==> src/rtl/stage_controller.sv <==
// rtl/stage_controller.sv - multi-cycle IF/ID/EX/MEM/WB sequencer for the NPC core
// Moore-decoded enables (except irWriteEnable), retired-instruction counter and fetch/data watchdog.
module stage_controller #(
  parameter int unsigned TIMEOUT_CYCLES = 1024
) (
  input  logic        clock,
  input  logic        reset,
  input  logic        imemReady,
  input  logic        dmemReady,
  input  logic        isLoad,
  input  logic        isStore,
  input  logic        isEbreak,
  input  logic        isEcall,
  input  logic        writesRd,
  output logic [2:0]  stage,
  output logic        imemReq,
  output logic        irWriteEnable,
  output logic        memReadEnable,
  output logic        memWriteEnable,
  output logic        regWriteEnable,
  output logic        pcWriteEnable,
  output logic        ecallEnable,
  output logic        halt,
  output logic        memTimeout,
  output logic [63:0] retireCount
);

  typedef enum logic [2:0] {
    ST_IF   = 3'd0,
    ST_ID   = 3'd1,
    ST_EX   = 3'd2,
    ST_MEM  = 3'd3,
    ST_WB   = 3'd4,
    ST_HALT = 3'd5,
    ST_RST  = 3'd7
  } state_t;

  localparam logic [31:0] LIMIT = 32'(TIMEOUT_CYCLES);

  state_t      state;
  state_t      next_state;
  logic        load_flag;
  logic        store_flag;
  logic        ebreak_flag;
  logic        ecall_flag;
  logic        writes_rd_flag;
  logic [31:0] wait_cnt;
  logic        waiting;
  logic        timeout_fire;

  // A ready in the limit cycle takes precedence because waiting is then low.
  assign waiting      = ((state == ST_IF) && !imemReady) || ((state == ST_MEM) && !dmemReady);
  assign timeout_fire = waiting && (LIMIT != 32'd0) && (wait_cnt == LIMIT);

  always_ff @(posedge clock or posedge reset) begin
    if (reset) begin
      state <= ST_RST;
    end else begin
      state <= next_state;
    end
  end

  always_comb begin
    next_state     = state;
    stage          = state;
    imemReq        = 1'b0;
    irWriteEnable  = 1'b0;
    memReadEnable  = 1'b0;
    memWriteEnable = 1'b0;
    regWriteEnable = 1'b0;
    pcWriteEnable  = 1'b0;
    ecallEnable    = 1'b0;
    halt           = 1'b0;
    case (state)
      ST_RST: next_state = ST_IF;
      ST_IF: begin
        imemReq       = 1'b1;
        irWriteEnable = imemReady;
        if (imemReady) begin
          next_state = ST_ID;
        end else if (timeout_fire) begin
          next_state = ST_HALT;
        end
      end
      ST_ID: next_state = ST_EX;
      ST_EX: begin
        ecallEnable = ecall_flag;
        if (ebreak_flag) begin
          next_state = ST_HALT;
        end else if (load_flag || store_flag) begin
          next_state = ST_MEM;
        end else begin
          next_state = ST_WB;
        end
      end
      ST_MEM: begin
        memReadEnable  = load_flag;
        memWriteEnable = store_flag;
        if (dmemReady) begin
          next_state = ST_WB;
        end else if (timeout_fire) begin
          next_state = ST_HALT;
        end
      end
      ST_WB: begin
        pcWriteEnable  = 1'b1;
        regWriteEnable = writes_rd_flag && !store_flag;
        next_state     = ST_IF;
      end
      ST_HALT: halt = 1'b1;
      default: next_state = ST_IF;
    endcase
  end

  // Decode flags captured at the closing edge of ID; load wins over store.
  always_ff @(posedge clock or posedge reset) begin
    if (reset) begin
      load_flag      <= 1'b0;
      store_flag     <= 1'b0;
      ebreak_flag    <= 1'b0;
      ecall_flag     <= 1'b0;
      writes_rd_flag <= 1'b0;
    end else if (state == ST_ID) begin
      load_flag      <= isLoad;
      store_flag     <= isStore && !isLoad;
      ebreak_flag    <= isEbreak;
      ecall_flag     <= isEcall;
      writes_rd_flag <= writesRd;
    end
  end

  always_ff @(posedge clock or posedge reset) begin
    if (reset) begin
      wait_cnt    <= 32'd0;
      retireCount <= 64'd0;
      memTimeout  <= 1'b0;
    end else begin
      if (next_state != state) begin
        wait_cnt <= 32'd0;
      end else if (waiting && (LIMIT != 32'd0)) begin
        wait_cnt <= wait_cnt + 32'd1;
      end
      if (state == ST_WB) begin
        retireCount <= retireCount + 64'd1;
      end
      if (timeout_fire) begin
        memTimeout <= 1'b1;
      end
    end
  end

endmodule

==> config.mk <==
export PLATFORM = sky130hd
export DESIGN_NAME = stage_controller
export DESIGN_NICKNAME = d
export VERILOG_FILES = /design/src/rtl/stage_controller.sv
export SDC_FILE = /design/constraint.sdc
export NUM_CORES = 1
export LEC_CHECK = 0
export CORE_ASPECT_RATIO = 1.1
export CORE_UTILIZATION = 50
export DETAILED_ROUTE_END_ITERATION = 7
export GPL_TIMING_DRIVEN = 0
export PLACE_DENSITY = 0.72
export SLEW_MARGIN = 20
export SYNTH_ARGS = -nofsm -noshare
export SYNTH_HDL_FRONTEND = slang
export SYNTH_SLANG_ARGS = --single-unit
==> constraint.sdc <==
create_clock -name clock -period 8.6 [get_ports clock]
set_input_delay 1.29 -clock clock [delete_from_list [all_inputs] [get_ports clock]]
set_output_delay 1.29 -clock clock [all_outputs]
set_load 0.02 [all_outputs]
Word level (Yosys, flattened, before mapping):

Index checks and enable logic that the tools add are counted.

* register bits: 105
* latch bits: 0
* RAM bits: 0
* bits in read-only memories: 0
* input bits: 9
* output and inout bits: 76
* word-level logic and storage cells: 47
* memories: 0

* add/sub/neg operators: 2
* multiply operators: 0
* div/mod/pow operators: 0
* magnitude comparators: 0
* equal/unequal tests: 7
* shift operators: 0
* multiplexer cells: 16
* bitwise logic cells: 0
* reduce and logical (&&, ||, !) cells: 13

Operators by type and width (count)
* 64-bit by 1-bit adder with 64-bit output (second input constant): 1
* 32-bit 2-to-1 mux: 2
* 32-bit by 1-bit adder with 32-bit output (second input constant): 1
* 32-bit by 11-bit == test with 1-bit output (second input constant): 1
* 3-bit 2-to-1 mux: 5
* 3-bit one-hot mux with 5 select lines: 1
* 1-bit 2-to-1 mux: 8
* 3-bit by 2-bit == test with 1-bit output (second input constant): 2
* 3-bit == test (second input constant): 2
* 1-bit logical AND: 5
* 1-bit logical NOT: 4
* 3-bit by 1-bit == test with 1-bit output (second input constant): 1
* 3-bit logical NOT: 1
* 3-bit inequality test: 1
* 1-bit logical OR: 2
* 2-bit nonzero test: 1

Depth between registers and ports, before layout:

* depth after elaboration: 9
* mapped depth: 8
* mapped depth without buffers: 7

Worst setup path after synthesis:

Ideal clock, no wire load.

* path kind: register to output
* from: register state[2], in the netlist stage[2]
* to: output port irWriteEnable
* data arrival time: 1.530 ns
* data required time: 7.310 ns
* path slack: 5.780 ns
* cell stages (with the launch flop): 4
* buffers on the path: 1
* cells stage by stage: dfstp_2 buf_2 nor3_1 and2_1

* cells in the longest elaborated chain, start to end: 2

RTL lines
* start, declared: line 40 `state_t state;`
* start signal, assigned: line 59 `state <= next_state;`
* 3-bit logical NOT: line 74 `case (state)`
* 1-bit 2-to-1 mux: line 74
* end, declared: line 17 `output logic irWriteEnable,`

Every way passes these cells.

Worst setup path in the final report:

* from: input port imemReady
* to: output port irWriteEnable

* cells in the longest elaborated chain, start to end: 1

RTL lines
* start, declared: line 8 `input logic imemReady,`
* 1-bit 2-to-1 mux: line 74

Every way passes these cells.

==> results.tsv <==
stage	metric	value	unit
run_status	status	completed	
place	numPortBuffers	84	
layout	drive_gt1_share	7.68	%
timing	setup_tns	0	ns
die	die_h	109	µm
setup_path	cp-end-kind	output pin	
global_routing	met3_usage	2.91	%
die	initial_core_util	52.0	%
global_routing	overflow	0	
global_routing	grt_first_pass_wirelength	18600	µm
timing	rsz0062_at_grt	false	
timing	slew_viol_final	0	
setup_path	crit_type	input port to output pin	
cts	clock-sinks	105	
global_routing	antenna_found_initial	0	
global_routing	grt_start_max_net_pins	56	
timing	worst_slack	4.74	ns
yosys	synth-main-ff-cell	dfrtp_1	
setup_path	arrival	2.57	ns
setup_path	startpoint_type	input port	
die	io_pins	85	
timing	timing.hold.ws	0.479	ns
setup_path	cpMostUsedCell	clkdlybuf4s50_1	
layout	final_nets	619	
yosys	ys_warn_count	0	
timing	slew_headroom	49.7	%
die	dieArea	0.0107	mm²
detailed_routing	vias	3965	
power	finalPower	1110	µW
place	dp_slack	4.74	ns
detailed_routing	wl_per_cell	14.9	µm
timing	period_share	44.8	%
yosys	ys_types	42	
layout	layoutNonFillerInstCount	732	
detailed_routing	drt_iter0_markers	192	
job	cap_viol_max_count	0	
yosys	yosysSeqAreaShare	50.9	%
die	core	0.00994	mm²
layout	syn_to_final_growth	23.4	%
detailed_routing	wirelength	10900	µm
power	vdd_drop_max	0.122	mV
layout	layout_common_cells	dfrtp_1, clkdlybuf4s50_1, nor2_1, xnor2_1, nand2_1	
layout	antennaDiodeCount	0	
cts	cts-resized-gates	0	
setup_path	slowest_stage	clkdlybuf4s50_1	
timing	finalHoldViolations	0	
yosys	synth_edf_count	0	
yosys	synth_cells	511	
cts	cts_tree	done	
cts	clock_latency	0.36	ns
cts	cts.path.max_buffers	2	
timing	min_period	3.86	ns
timing	fin_skew	0.00954	ns
global_routing	grt_use_met1	27.8	%
die	fp.dieW	98.9	µm
place	hpwl	7870	µm
global_routing	grt_use_total	21.6	%
place	place.gp.congestion	0.805	
die	rows	38	
detailed_routing	vias_per_cell	5.42	
min_path	hold_path.class	register to register	
yosys	synth-seq-cells	105	
timing	setup_violations	0	
timing	tightest_slew	0.749	ns
place	dp_cells	716	
cts	clkTransAtPathRegs	0.10	ns
layout	final_common_cell	dfrtp_1	
power	p_leak	0.00272	µW
detailed_routing	dr.pass1.iters	4	
cts	root_buffer	clkbuf_8	
global_routing	grt-busiest-layer	met2	
yosys	syn_nets	523	
layout	largest_reg_flops	64	
yosys	syn-cell-area	0.00516	mm²
cts	cts-buffers-inserted	9	
detailed_routing	drc	0	
timing	fmax	259	MHz
setup_path	crit_chain	clkdlybuf4s50_1 > and2_1 > clkdlybuf4s50_1	
global_routing	grt_pass1_vias	3977	
detailed_routing	detail-route-antenna-nets	0	
yosys	syn_avg_cell_area	10.1	µm²
cts	cts_setup_buffers	0	
global_routing	grtUsageMet2	37.1	%
yosys	ys_async_sr_fraction	100	%
cts	htree_levels	3	
setup_path	cp_max_fo	3	
setup_path	required	7.31	ns
setup_path	critPathMaxStageDelay	0.60	ns
layout	top_register	retireCount	
cts	hold_buffers	0	
power	p_per_area	174	mW/mm²
[report_power, final]
| part | internal (µW) | switching [µW] | leakage (µW) | total [µW] |
|---|---|---|---|---|
| registers | 526 | 31.0 | 0.00144 | 557 |
| clock network | 135 | 160 | 0.0000933 | 295 |
| logic | 110 | 145 | 0.00119 | 255 |
| total | 770 | 336 | 0.00272 | 1110 |
[critical path, delay by kind of cell]
family / cells / cell delay, ns
buffers and inverters: 2 / 1.13
AND/OR/NAND/NOR: 1 / 0.14
[final cells by class]
cell class	instances	area, µm²
fillers	827	3560
well taps	120	150
plain buffers	17	75.1
multi-input cells	367	2380
clock buffers	11	131
repair buffers	85	868
flip-flops and latches	105	2630
clock inverters	5	56.3
inverters	22	87.6
[kinds of logic after synthesis]
family / synth area share [%]
compound gates: 2.08
xor+xnor: 15.4
fa+ha+maj: 0.727
buf+inv: 3.05
flops: 50.9
mux: 1.09
simple gates: 26.7
[layer usage]
metal | share of wire [%] | vias to the layer above | wire (µm)
met2 | 50 | 62 | 5440
met4 | 1.3 | 0 | 137
met5 | 0 | - | 0
met1 | 46 | 1948 | 5020
met3 | 2.5 | 10 | 271
li1 | - | 1945 | -
[per-stage QoR]
step                      cell area [µm²]  utilization, %
after floorplan                      5160               -
after global placement               6160            61.9
after detailed placement             6190            62.3
after CTS                            6380            64.2
after global routing                 6380            64.2
final                                6380            64.2
[path summary, 6_finish.rpt]
check,from,cells after the start,end,slack [ns]
max in group asynchronous,reset,3,stage[0],6.57
min in group asynchronous,reset,2,retireCount[18],1.36
worst min-delay path,retireCount[63],1,retireCount[63],0.48
worst max register to register,stage[2],6,retireCount[46],6.18
worst max-delay path,imemReady,3,irWriteEnable,4.74
worst min register to register,retireCount[63],1,retireCount[63],0.48
[Yosys cell counts (4+ instances only)]
master,instances,share of area [%]
o21ai_0,7,0.68
and3_1,10,1.2
or3_1,6,0.73
inv_1,22,1.6
nand3_1,33,3.2
xnor2_1,55,9.3
xor2_1,36,6.1
mux2_2,5,1.1
nand4_1,19,2.3
a21oi_1,7,0.68
dfrtp_1,102,49
and4_1,6,1.0
clkbuf_1,9,0.65
buf_2,4,0.39
nor4_1,20,2.4
nor2_1,63,4.6
nand2_1,38,2.8
nor3_1,28,2.7
Note: power is estimated with default switching activity, not from simulation.
